`config.mk`:
```
export PLATFORM = sky130hd
export DESIGN_NAME = iterative_normalizer
export DESIGN_NICKNAME = d
export VERILOG_FILES = /design/src/rtl/iterative_normalizer_pkg.sv /design/src/rtl/iterative_normalizer_normalize_stage.sv /design/src/rtl/iterative_normalizer.sv
export SDC_FILE = /design/constraint.sdc
export NUM_CORES = 1
export LEC_CHECK = 0
export BUFFER_PORTS_ARGS = -buffer_cell sky130_fd_sc_hd__clkbuf_2
export CELL_PAD_IN_SITES_DETAIL_PLACEMENT = 1
export CELL_PAD_IN_SITES_GLOBAL_PLACEMENT = 1
export CORE_MARGIN = 4
export CORE_UTILIZATION = 48
export DETAILED_ROUTE_END_ITERATION = 10
export PLACE_DENSITY_LB_ADDON = 0.1
export SYNTH_ARGS = -nofsm -noshare
export SYNTH_HDL_FRONTEND = slang
export SYNTH_SLANG_ARGS = --single-unit
export TNS_END_PERCENT = 1
```
`constraint.sdc`:
```
create_clock -name Clock -period 7.79 [get_ports Clock]
set_input_delay 1.558 -clock Clock [delete_from_list [all_inputs] [get_ports Clock]]
set_output_delay 1.558 -clock Clock [all_outputs]
set_load 0.01 [all_outputs]
```
`src/rtl/iterative_normalizer_pkg.sv`:
```
// Shared types for the iterative normalizer.
// FSM encoding and default datapath width.
package iterative_normalizer_pkg;

  localparam int DEFAULT_N = 32;

  typedef enum logic [1:0] {
    IDLE   = 2'd0,
    SEARCH = 2'd1,
    DONE   = 2'd2
  } state_t;

endpackage

```
`src/rtl/iterative_normalizer_normalize_stage.sv`:
```
// One binary-search step: test the top 2^k bits
// and shift them out when they are all zero.
module normalize_stage
  import iterative_normalizer_pkg::*;
#(
  parameter int N = DEFAULT_N,
  parameter int W = $clog2(N)
) (
  input  logic [N-1:0] data,
  input  logic [W-1:0] k,
  output logic [N-1:0] shifted,
  output logic         hit
);

  logic [W:0] step;
  logic [W:0] tail;

  assign step    = (W+1)'(1) << k;
  assign tail    = (W+1)'(N) - step;
  assign hit     = (data >> tail) == '0;
  assign shifted = hit ? (data << step) : data;

endmodule

```
`src/rtl/iterative_normalizer.sv`:
```
// Multi-cycle leading-zero normalizer: W search
// steps share one normalize_stage.
module iterative_normalizer
  import iterative_normalizer_pkg::*;
#(
  parameter int N = DEFAULT_N,
  parameter int W = $clog2(N)
) (
  input  logic         Clock,
  input  logic         Reset_n,
  input  logic         In_Valid,
  output logic         In_Ready,
  input  logic [N-1:0] Input,
  output logic         Out_Valid,
  input  logic         Out_Ready,
  output logic [N-1:0] Result,
  output logic [W-1:0] Shift_Count,
  output logic         Zero
);

  state_t state;
  state_t state_nxt;

  logic [N-1:0] work;
  logic [N-1:0] stage_out;
  logic [W-1:0] cnt;
  logic [W-1:0] cnt_nxt;
  logic [W-1:0] k;
  logic         hit;
  logic         load;
  logic         last;

  assign In_Ready = (state == IDLE) ||
                    ((state == DONE) && Out_Ready);
  assign load     = In_Valid && In_Ready;
  assign last     = (k == '0);

  normalize_stage #(
    .N(N),
    .W(W)
  ) u_stage (
    .data   (work),
    .k      (k),
    .shifted(stage_out),
    .hit    (hit)
  );

  always_comb begin
    cnt_nxt    = cnt;
    cnt_nxt[k] = hit;
  end

  always_ff @(posedge Clock or negedge Reset_n) begin
    if (!Reset_n) begin
      state <= IDLE;
    end else begin
      state <= state_nxt;
    end
  end

  always_comb begin
    state_nxt = state;
    unique case (state)
      IDLE: begin
        if (In_Valid) state_nxt = SEARCH;
      end
      SEARCH: begin
        if (last) state_nxt = DONE;
      end
      DONE: begin
        if (Out_Ready) begin
          state_nxt = In_Valid ? SEARCH : IDLE;
        end
      end
      default: state_nxt = IDLE;
    endcase
  end

  // Outputs are captured on the final step and
  // then held untouched until the consumer takes them.
  always_ff @(posedge Clock or negedge Reset_n) begin
    if (!Reset_n) begin
      work        <= '0;
      cnt         <= '0;
      k           <= '0;
      Out_Valid   <= 1'b0;
      Result      <= '0;
      Shift_Count <= '0;
      Zero        <= 1'b0;
    end else if (load) begin
      work      <= Input;
      cnt       <= '0;
      k         <= W'(W-1);
      Out_Valid <= 1'b0;
    end else if (state == SEARCH) begin
      work <= stage_out;
      cnt  <= cnt_nxt;
      k    <= k - 1'b1;
      if (last) begin
        Out_Valid   <= 1'b1;
        Result      <= stage_out;
        Shift_Count <= cnt_nxt;
        Zero        <= (stage_out == '0);
      end
    end else if ((state == DONE) && Out_Ready) begin
      Out_Valid <= 1'b0;
    end
  end

endmodule

```
Word-level counts from Yosys, hierarchy flattened:

Cells that the tools add are included.

* bits in registers: 83
* input bits: 36
* output and inout port bits: 40
* word-level logic and storage cells: 54

* add/sub/neg operators: 2
* magnitude comparators: 2
* equality and inequality tests: 6
* shifts and indexed selects: 3
* multiplexer cells: 19
* bitwise logic cells: 1
* reduce and logical (&&, ||, !) cells: 13

Operators with widths (number)
* two-way mux 32 bit: 3
* zero test 32 bit: 2
* left shift 32 x 6 -> 32 bit: 1
* right shift 32 x 6 -> 32 bit: 1
* two-way mux 5 bit: 4
* two-way mux 1 bit: 6
* two-way mux 2 bit: 3
* != test 2 bit (second input constant): 3
* case mux 2 bit (3 select lines): 1
* AND reduction 3 bit: 2
* left shift 1 x 5 -> 6 bit (first input constant): 1
* subtractor 6 bit (first input constant): 1
* bitwise mux 5 bit: 1
* greater-or-equal comparator 5 x 1 -> 1 bit (second input constant): 1
* zero test 5 bit: 1
* less-than comparator 5 x 4 -> 1 bit (second input constant): 1
* subtractor 5 x 1 -> 5 bit (second input constant): 1
* demux 1 bit (select 3 bit): 1
* logical AND 1 bit: 3
* != test 3 bit (second input constant): 1
* nonzero test 3 bit: 1
* equality test 2 x 1 -> 1 bit (second input constant): 1
* equality test 2 bit (second input constant): 1
* zero test 2 bit: 1
* other kinds (4): 4

Logic depth before layout (Yosys ltp):

Gate-level depths: netlist (run 1).

* word-level depth: 7
* depth in mapped cells: 23
* gate-level depth less buffers: 14

By module:

A second synthesis (run 1) with hierarchy kept.

* cell total of the unflattened synthesis: 794
* area, all modules: 6382.4 sq um

By module, submodules not included
* iterative_normalizer: instances 1, cells each 373, area each 3547.2 sq um, seq. area each 2077.0 sq um
* normalize_stage: instances 1, cells each 421, area each 2835.2 sq um, seq. area each 0.0 sq um

Worst setup path before layout (run 1):

OpenSTA, ideal clock, no wires.

* kind: register to register
* start point: register k[2]
* end point: register Result[11]
* library setup time: 0.131 ns
* arrival: 4.617 ns
* required time: 7.659 ns
* path slack: 3.042 ns
* stages on the path, launching flop included: 22
* path buffers: 9
* clock period less this slack: 4.748 ns
* cell sequence: dfrtp_1 -> buf_6 -> or3_1 -> buf_6 -> nor2_8 -> inv_4 -> buf_2 -> buf_1 -> ha_1 -> clkbuf_1 -> clkbuf_1 -> buf_1 -> mux4_2 -> nor4_1 -> a21oi_1 -> o22a_1 -> o31a_1 -> o21ai_2 -> buf_6 -> buf_6 -> mux2i_1 -> o21ai_1

* word-level cells in the longest chain between the ends: 5
* elaborated cells on any way between the ends: 8
* classes of those cells: add/sub (1); shift (3); mux (1); reduce/logical (3)

Ends and longest elaborated chain
* from (decl): RTL line iterative_normalizer.sv:28 `logic [W-1:0] k;`
* from (signal assigned): RTL line iterative_normalizer.sv:93 `k <= W'(W-1);`
* from (signal assigned): RTL line iterative_normalizer.sv:98 `k <= k - 1'b1;`
* left shift 1 x 5 -> 6 bit: RTL line iterative_normalizer_normalize_stage.sv:18 `assign step = (W+1)'(1) << k;`
* subtractor 6 bit: RTL line iterative_normalizer_normalize_stage.sv:19 `assign tail = (W+1)'(N) - step;`
* right shift 32 x 6 -> 32 bit: RTL line iterative_normalizer_normalize_stage.sv:20 `assign hit = (data >> tail) == '0;`
* zero test 32 bit: RTL line iterative_normalizer_normalize_stage.sv:20
* two-way mux 32 bit: RTL line iterative_normalizer_normalize_stage.sv:21 `assign shifted = hit ? (data << step) : data;`
* to (signal assigned): RTL line iterative_normalizer.sv:101 `Result <= stage_out;`
* to (decl): RTL line iterative_normalizer.sv:16 `output logic [N-1:0] Result,`

Several ways; a longest one is shown, not always the timed one.
A chain may end at the register's enable or synchronous reset.

Worst setup path in the final report (run 1):

* start point: register k[1]
* end point: register work[21]

* word-level cells in the longest chain between the ends: 7
* elaborated cells on any way between the ends: 8
* classes of those cells: add/sub (1); shift (3); mux (3); reduce/logical (1)

Ends and longest elaborated chain
* left shift 1 x 5 -> 6 bit *: RTL line iterative_normalizer_normalize_stage.sv:18
* subtractor 6 bit: RTL line iterative_normalizer_normalize_stage.sv:19
* right shift 32 x 6 -> 32 bit: RTL line iterative_normalizer_normalize_stage.sv:20
* zero test 32 bit: RTL line iterative_normalizer_normalize_stage.sv:20
* two-way mux 32 bit *: RTL line iterative_normalizer_normalize_stage.sv:21
* two-way mux 32 bit *: RTL line iterative_normalizer.sv:95 `end else if (state == SEARCH) begin`
* two-way mux 32 bit *: RTL line iterative_normalizer.sv:90 `end else if (load) begin`
* to (signal assigned): RTL line iterative_normalizer.sv:91 `work <= Input;`
* to (signal assigned): RTL line iterative_normalizer.sv:96 `work <= stage_out;`
* to (decl): RTL line iterative_normalizer.sv:24 `logic [N-1:0] work;`

Mark *: on every way between the ends. The rest lies on a longest branch, timed or not. The select of a mux whose other input is x is not followed.

==> results of run 1 <==
final cells by class:
| class | instances | area share (%) |
|---|---|---|
| inverters | 4 | 0.242 |
| repair buffers | 88 | 6.58 |
| well taps | 176 | 3.05 |
| clock inverters | 7 | 1.32 |
| clock buffers | 9 | 3.11 |
| multi-input cells | 642 | 57.0 |
| flip-flops and latches | 83 | 28.7 |
metal layers:
| layer | GRT usage [%] | routed length [um] |
|---|---|---|
| met1 | 42.8 | 10900 |
| met2 | 50.3 | 11700 |
| met3 | 4.52 | 1530 |
| met4 | 10.3 | 620 |
| met5 | 0 | 0 |
placed cells by master (no fill, tap or decap), drive strengths merged, types with 8 or more instances in the layout:
| cell type | instances |
|---|---|
| a211oi | 12 |
| a21oi | 58 |
| a221o | 23 |
| a22oi | 12 |
| a31oi | 8 |
| and3 | 28 |
| buf | 14 |
| clkbuf | 83 |
| dfrtp | 83 |
| mux2 | 9 |
| mux2i | 53 |
| mux4 | 9 |
| nand2 | 94 |
| nand3 | 17 |
| nor2 | 84 |
| nor3 | 24 |
| o211ai | 8 |
| o21ai | 82 |
per-stage QoR:
stage	std cells	setup WS [ns]	utilization, %
floorplan	830	3.04	-
global placement	993	1.95	51.6
CTS	1009	1.71	54.0
global route	1009	1.22	54.0
finish	1009	1.60	54.0
detailed placement	993	1.74	51.6
worst max-delay path, cell delays in order, from the launching register on:
cell      delay [ns]
dfrtp_1         0.68
or2_2           0.58
nor2_8          0.28
inv_4           0.19
ha_1            0.81
inv_2           0.20
mux4_2          0.51
nand3b_1        0.18
or3_1           0.36
a32o_1          0.25
o31a_1          0.33
o21ai_4         0.60
and2_1          0.83
a221o_1         0.30
sequential cells by signal (all words and copies together) (netlist names):
signal,count
Result,32
work,32
Shift_Count,5
cnt,5
k,5
state,2
Out_Valid,1
Zero,1
final timing paths:
| path | startpoint | to | slack, ns | cells after the start |
|---|---|---|---|---|
| max | k[1]$_DFFE_PN0P_ | work[21]$_DFFE_PN0P_ | 1.60 | 13 |
| min | Result[0]$_DFFE_PN0P_ | Result[0]$_DFFE_PN0P_ | 0.49 | 2 |
| max reg2reg | k[1]$_DFFE_PN0P_ | work[21]$_DFFE_PN0P_ | 1.60 | 13 |
| min reg2reg | Result[0]$_DFFE_PN0P_ | Result[0]$_DFFE_PN0P_ | 0.49 | 2 |
| max in group asynchronous | Reset_n | k[0]$_DFFE_PN0P_ | 5.58 | 2 |
| min in group asynchronous | Reset_n | Result[21]$_DFFE_PN0P_ | 1.11 | 1 |
kinds of logic (layout without fill, tap and decap cells):
logic type,count (synthesis),in the layout,share of synthesized area [%]
compound gates,269,269,27.1
xor+xnor,4,4,0.529
fa+ha+maj,3,3,0.567
buf+inv,105,108,6.82
flops,83,83,31.4
mux,71,71,12.6
simple gates,295,295,21.0
==> impl_results.md, run 1 <==
- Max-slew violation count: 0
- Post-synthesis cell type count: a little under 80
- GRT Total Usage: between 30% and 40%
- Port buffer count: between 70 and 80
- Post-synth top area cell: dfrtp_1
- Yosys top cell area share: between 30% and 40%
- Largest net degree at the start of global routing: 71
- Hold buffer count at cts: 0
- Grt total ovfl: 0
- Synth warnings: 0
- Via count: just under 7000
- Post-synth EDFFs: 0
- Initial antenna violation count: 0
- Clk buf depth: 2
- Max-cap violations: 0
- HPWL after DPL: roughly 17 mm
- Crit path kind: reg2reg
- Setup crit end kind: register
- Critical path startpoint category: register
- Area growth syn-to-layout: 9.20%
- TritonRoute pass-1 iters: 5
- Placed Area: roughly 6900 um2
- # nets final: a little under 900
- Synthesized area: about 6600 um2
- Hold Worst Slack: between 0.4 and 0.5 ns
- Sink Count: 83
- Worst path arrival time: 6.48 ns
- First-pass GRT wire length: a little under 40 mm
- Worst-Margin Slew: slightly above 1 ns
- Die area: approximately 16000 um2
- Period utilization: about four fifths
- Worst Path Max Fanout: 25
- Synthesized flop and latch total: 83
- Initial DRC count: 781
- FP Rows: 42
- Setup_tns: 0 ns
- H-tree depth: 3
- Mean routed wirelength per cell: roughly 25 um
- Max Clk Rate: around 0.16 GHz
- Post-Syn Instances: 830
- Synth top area cells: dfrtp_1 31%, mux2i_1 8.0%, nand2_1 5.3%, nor2_1 4.7%, clkbuf_1 4.4%
- Skew-Pair Late Insertion Delay: roughly 0.36 ns
- Initial Util: between 40% and 50%
- RSZ-0062 raised after global routing: false
- Antenna cells: 0
- Outcome: complete, no violations
- Clock input transition at the sequential cells of the worst setup and hold paths: around 0.07 ns
- Post-CTS setup buffers: 0
- Multi-input gate area: roughly 4100 um2
- Clock skew: between 0.01 and 0.015 ns
- Syn Area/Cell: 7.98 um2
- Routed WL: 24.7 mm
- Required time worst endpoint: between 8 and 9 ns
- Layout cells sized above 1: approximately 17%
- Final hold vios: 0
- # DRC: 0
- Via density: 6.81
- Relative slew slack: between 30% and 40%
- Final instance area: 7230 um2
- Asr flop ratio synth: 100%
- Final setup viols: 0
- Sequential cell area fraction in the yosys report: between 30% and 40%
- Vias in the first global route: ~6900
- IO Pins: 76
- Root Driver: clkbuf_16
- Cell with the most instances after synthesis: nand2_1
- Synth Net Count: 869
- Core area: roughly 13000 um2
- Die Height: 125 um
- Post-DRT Antenna Nets: 0
- CTS tree: done
- Ys flop type: dfrtp_1
- Hold crit path type: reg2reg
- Synth cell count leaders: 94 x nand2_1, 83 x dfrtp_1, 83 x nor2_1
- Num CTS Buffers: 9
- Filler cell count: between 1500 and 2000
- Final min period: 6.19 ns
- Resize count post-CTS: 0
- Final GP Congestion: 0.944
- Register area: 2080 um2
- Chip Width: around 130 um
Power of run 1 is not shown: default switching activity piles up to over one toggle a cycle in this logic, so the estimate is an artifact.
==> run 2, diff against run 1 <==
--- a/config.mk
+++ b/config.mk
@@ -5,11 +5,12 @@
 export SDC_FILE = /design/constraint.sdc
 export NUM_CORES = 1
 export LEC_CHECK = 0
+export ABC_AREA = 1
 export BUFFER_PORTS_ARGS = -buffer_cell sky130_fd_sc_hd__clkbuf_2
 export CELL_PAD_IN_SITES_DETAIL_PLACEMENT = 1
 export CELL_PAD_IN_SITES_GLOBAL_PLACEMENT = 1
 export CORE_MARGIN = 4
-export CORE_UTILIZATION = 48
+export CORE_UTILIZATION = 38
 export DETAILED_ROUTE_END_ITERATION = 10
 export PLACE_DENSITY_LB_ADDON = 0.1
 export SYNTH_ARGS = -nofsm -noshare
==> constraint.sdc (replaced) <==
create_clock -name Clock -period 5.1 [get_ports Clock]
set_input_delay 1.02 -clock Clock [delete_from_list [all_inputs] [get_ports Clock]]
set_output_delay 1.02 -clock Clock [all_outputs]
set_load 0.01 [all_outputs]
==> run 2 against run 1 <==
  * Synthesized area shrank 0.32%
  * Highest routed layer unchanged
  * Critical endpoint is now Zero$_DFFE_PN0P_
  * Critical path depth increased by 13
  * Maximum frequency rose by 39%
  * Design area is 1.9% higher
  * Sequential share of layout area fell by 0.54 points
  * Sequential cell count did not move
  * Non-clock buffer count grew 3
  * Global-route usage shrank 5.3 points
  * Clock skew shrank 0.0042 ns
  * Final cell count rose by 30%
==> impl_results.md, run 2 <==
- Outcome: complete, no violations
- Crit-path leading delay family: simple AND/OR/NAND/NOR gates
- Final setup viols: 0
- Synth Net Count: 1083
- Post-CTS setup buffers: 0
- Syn Area/Cell: roughly 6.3 um2
- Cell with the most instances after synthesis: nand2_1
- Port buffer count: 75
- Synth top area cells: dfrtp_1 31%, nand2_1 21%, nand3_1 8.4%, o21ai_0 8.0%, inv_1 5.6%
- Largest net degree at the start of global routing: 72
- Slowest-stage cell, CP: dfrtp_1
- Crit-path most repeated cell: nand2_1
- Max-slew violation count: 0
- Filler cell count: 2328
- Max-cap violations: 0
- Initial antenna violation count: 0
- Sequential cell area fraction in the yosys report: between 30% and 40%
- Ys flop type: dfrtp_1
- Via density: 5.62
- Worst-Margin Slew: approximately 1.1 ns
- Num CTS Buffers: 9
- Period utilization: between 80% and 90%
- Final core utilization: between 40 and 50%
- # DRC: 0
- Clock skew: 0.00856 ns
- Chip Width: 140 um
- Post-Syn Instances: between 1000 and 1500
- Antenna cells: 0
- Yosys top cell area share: between 30% and 40%
- Core area: around 17000 um2
- Initial Util: between 30% and 40%
- Die Height: about 140 um
- Final min period: roughly 4.5 ns
- Vias in the first global route: ~7400
- H-tree depth: 3
- GRT Total Usage: 25.8%
- Asr flop ratio synth: 100%
- Hold Worst Slack: between 0.4 and 0.5 ns
- Relative slew slack: roughly 27%
- Most common cell after layout, fill and taps aside: nand2_1
- Layout cells sized above 1: approximately 12%
- Die area: approximately 20000 um2
- Crit path buf inv count: 2
- Root Driver: clkbuf_16
- Setup crit end kind: register
- Skew-Pair Late Insertion Delay: ~0.35 ns
- Post-synth EDFFs: 0
- Critical path startpoint category: register
- Area growth syn-to-layout: 11.6%
- Synthesized flop and latch total: between 80 and 90
- Post-synth top area cell: dfrtp_1
- Crit path kind: reg2reg
- Worst path arrival time: between 4 and 5 ns
- Hold buffer count at cts: 0
- Sink Count: 83
- CTS tree: done
- Mean routed wirelength per cell: between 15 and 20 um
- Most frequent cells in the layout: 368 x nand2_1, 111 x nand3_1, 105 x o21ai_0
- Crit-path max cell delay: about 0.41 ns
- # nets final: 1123
- Synth cell count leaders: 368 x nand2_1, 111 x nand3_1, 105 x o21ai_0
- Biggest registers after layout: Result (32), work (32)
- Hold crit path type: reg2reg
- Initial DRC count: around 470
- HPWL after DPL: around 19 mm
- Worst Path Max Fanout: between 40 and 50
- FP Rows: 47
- Grt total ovfl: 0
- Final hold vios: 0
- TritonRoute pass-1 iters: 5
- Post-DRT Antenna Nets: 0
- Post-synthesis cell type count: 47
- Setup_tns: 0 ns
- Synthesized area: 6600 um2
- Clock input transition at the sequential cells of the worst setup and hold paths: 0.07 ns
- Routed WL: about 25 mm
- Resize count post-CTS: 0
- Via count: ~7400
- Final GP Congestion: 0.902
- IO Pins: 76
- Required time worst endpoint: 5.38 ns
- Synth warnings: 0
- RSZ-0062 raised after global routing: false
- First-pass GRT wire length: around 40 mm
- Max Clk Rate: approximately 0.22 GHz
- Clk buf depth: 2
[run 2: cell count changes after synthesis, sizes merged, moves of 10 or more]
| cell | change |
|---|---|
| o221ai | +36 |
| inv | +100 |
| o21ai | +33 |
| nor2 | -21 |
| nand3 | +97 |
| and3 | -28 |
| a21oi | -36 |
| nor3 | -18 |
| mux2i | -52 |
| nand2 | +280 |
| clkbuf | -41 |
| a22oi | -10 |
| a221o | -22 |
[run 2: final cells by class]
type / count / area [um2] / area share, %
clock inverter: 5 / 62.6 / 0.849
sequential: 83 / 2080 / 28.2
clock buffer: 11 / 243 / 3.30
multi-input combinational: 792 / 3810 / 51.7
timing repair buffer: 91 / 498 / 6.76
inverter: 107 / 402 / 5.45
tap: 220 / 275 / 3.74
[run 2: through the flow]
stage | std cells | cell area [um2] | setup slack [ns]
floorplan | 1044 | 6600 | 1.47
global placement | 1293 | 7060 | 0.756
detailed placement | 1293 | 7060 | 0.705
CTS | 1309 | 7360 | 0.655
global route | 1309 | 7360 | 0.209
finish | 1309 | 7360 | 0.640
[run 2: routing by layer]
metal  GRT usage, %  share of wire [%]
met5              0                  0
met4           4.95                1.1
met3           2.88                4.8
met2           40.6                 45
met1           38.6                 49
[run 2: logic make-up (layout without fill, tap and decap cells)]
family / count (synthesis) / in the layout / share of synthesized area, %
simple gates: 574 / 574 / 37.1
compound gates: 213 / 213 / 19.8
buf+inv: 169 / 214 / 10.8
mux: 1 / 1 / 0.152
xor+xnor: 1 / 1 / 0.133
flops: 83 / 83 / 31.5
fa+ha+maj: 3 / 3 / 0.569
[run 2: worst paths after layout]
check,start,end,slack (ns),cells past startpoint
worst min-delay path,Result[6]$_DFFE_PN0P_,Result[6]$_DFFE_PN0P_,0.49,2
max in group asynchronous,Reset_n,Zero$_DFFE_PN0P_,3.44,2
worst min register to register,Result[6]$_DFFE_PN0P_,Result[6]$_DFFE_PN0P_,0.49,2
worst max register to register,k[4]$_DFFE_PN0P_,Zero$_DFFE_PN0P_,0.64,26
worst max-delay path,k[4]$_DFFE_PN0P_,Zero$_DFFE_PN0P_,0.64,26
min in group asynchronous,Reset_n,Result[28]$_DFFE_PN0P_,0.68,1
[run 2: worst min-delay path: cells and delay by family (launching register included)]
kind            cells  cell delay [ns]
compound gates      1             0.06
flops               1             0.34
simple gates        1             0.05
Power of run 2 is left out for the same reason.
==> run 3, diff against run 2 <==
--- a/config.mk
+++ b/config.mk
@@ -13,6 +13,7 @@
 export CORE_UTILIZATION = 38
 export DETAILED_ROUTE_END_ITERATION = 10
 export PLACE_DENSITY_LB_ADDON = 0.1
+export REMOVE_ABC_BUFFERS = 1
 export SYNTH_ARGS = -nofsm -noshare
 export SYNTH_HDL_FRONTEND = slang
 export SYNTH_SLANG_ARGS = --single-unit
==> run 3 against run 2 <==
  * Worst hold slack got worse by 0.0041 ns
  * Critical path depth down 1
  * Utilization grew 0.26 points
  * Die area unchanged
  * Worst setup slack improved by 0.072 ns
  * Global-route usage is 0.33 points higher
  * Via count decreased by 0.27%
  * Final cell count increased by 0.15%
  * Critical endpoint unchanged
  * Highest routed layer unchanged
==> impl_results.md, run 3 (same netlist as run 2, synthesis figures left out) <==
- Via count: between 7000 and 8000
- TritonRoute pass-1 iters: 5
- Critical path startpoint category: register
- GRT Total Usage: between 20% and 30%
- Final core utilization: roughly 44%
- Initial antenna violation count: 0
- Final Non-Filler Cells: 1311
- Die Height: 140 um
- Final setup viols: 0
- Worst path arrival time: between 4 and 5 ns
- Relative slew slack: 23.7%
- Max Clk Rate: 0.228 GHz
- Final hold vios: 0
- Placed Area: 7070 um2
- Antenna cells: 0
- Hold Startpoint: Result[5]$_DFFE_PN0P_
- Dpl cells: 1295
- Grt total ovfl: 0
- Most frequent cells in the layout: 368 x nand2_1, 111 x nand3_1, 105 x o21ai_0
- Max-slew violation count: 0
- FP Rows: 47
- First-pass GRT wire length: just over 40 mm
- Period utilization: a little under nine tenths
- Hold buffer count at cts: 0
- Chip Width: approximately 140 um
- Initial Util: ~39%
- RSZ-0062 raised after global routing: false
- Most common cell after layout, fill and taps aside: nand2_1
- R2r startpoint: k[3]$_DFFE_PN0P_
- Required time worst endpoint: between 5 and 6 ns
- Routed WL: between 20 and 30 mm
- # nets final: roughly 1100
- Sink Count: 83
- # DRC: 0
- Num CTS Buffers: 9
- Crit path kind: reg2reg
- R2r worst-path depth: 25
- Resize count post-CTS: 0
- Post-DRT Antenna Nets: 0
- Vias in the first global route: 7627
- H-tree depth: 3
- RR Endpoint: Zero$_DFFE_PN0P_
- Post-CTS setup buffers: 0
- Hold Path Depth: 2
- Final instance area: 7410 um2
- IO Pins: 76
- Area growth syn-to-layout: 12.2%
- Mean routed wirelength per cell: 19.1 um
- HPWL after DPL: 19.2 mm
- Outcome: complete, no violations
- Initial DRC count: a little over 500
- Biggest registers after layout: Result (32), work (32)
- Via density: 5.60
- Final min period: about 4.4 ns
- Layout cells sized above 1: 12.5%
- Clock skew: between 0.009 and 0.01 ns
- Hold Path End: Result[5]$_DFFE_PN0P_
- Final GP Congestion: 0.927
- Core area: 16800 um2
- Port buffer count: 75
- Clock input transition at the sequential cells of the worst setup and hold paths: 0.07 ns
- Root Driver: clkbuf_16
- Skew-Pair Late Insertion Delay: ~0.35 ns
- CTS tree: done
- Largest net degree at the start of global routing: slightly above 70
- Worst-Margin Slew: approximately 1.1 ns
- Clk buf depth: 2
- Max-cap violations: 0
- Die area: 19500 um2
- Hold crit path type: reg2reg
- Reg2reg setup slack: roughly 0.7 ns
- Worst Path Max Fanout: 44
- Setup crit end kind: register
==> run 3: changes by cell type in the layout (fill, tap and decap cells not counted), sizes merged <==
| cell | delta |
|---|---|
| inv | +2 |
| clkbuf | -1 |
| clkinvlp | -2 |
| buf | +2 |
| bufinv | +1 |
==> run 3: per-layer routing <==
metal / GRT usage, % / routed length [um]
met1: 38.1 / 12100
met2: 40.8 / 11300
met3: 4.01 / 1220
met4: 6.37 / 442
met5: 0 / 0
==> run 3: stage by stage <==
step	TNS, ns	worst slack, ns	hold WS, ns
after floorplan	-0.0163	-0.0163	0.450
after global routing	0	0.184	0.512
final	0	0.712	0.484
after detailed placement	0	0.746	0.473
after CTS	0	0.723	0.489
after global placement	0	0.865	0.465
==> run 3: cell type report <==
cell class	count	area (um2)
Clock buffer	10	239
Inverter	107	402
Tap cell	220	275
Sequential cell	83	2080
Fill cell	2283	9410
Multi-Input combinational cell	792	3810
Clock inverter	6	95.1
Timing Repair Buffer	93	513
==> run 3: worst max path at each step <==
| stage | startpoint | endpoint |
|---|---|---|
| after floorplan | k[4]$_DFFE_PN0P_ | Zero$_DFFE_PN0P_ |
| after global placement | k[4]$_DFFE_PN0P_ | Zero$_DFFE_PN0P_ |
| after detailed placement | k[4]$_DFFE_PN0P_ | Zero$_DFFE_PN0P_ |
| after CTS | k[4]$_DFFE_PN0P_ | Zero$_DFFE_PN0P_ |
| after global routing | k[3]$_DFFE_PN0P_ | Zero$_DFFE_PN0P_ |
| final | k[3]$_DFFE_PN0P_ | Zero$_DFFE_PN0P_ |
==> run 3: critical path: stages (launching register included) <==
cell and delay (ns):
dfrtp_1 0.42, nor2_4 0.31, nand2_2 0.29, nor2_2 0.21
inv_2 0.05, ha_1 0.30, inv_1 0.35, buf_4 0.29
nand3_1 0.14, nand3_1 0.11, nand3_2 0.10, nor2_1 0.10
nand3_1 0.07, nand2_1 0.06, nand2_1 0.05, nor2_2 0.12
nand2_2 0.09, nand2_4 0.33, nand2_1 0.13, nand2_1 0.14
nand2_1 0.07, nor2_1 0.16, nand2_1 0.13, nor2_1 0.10
nand3_1 0.07, nand2_1 0.07
Power of run 3 is left out for the same reason.
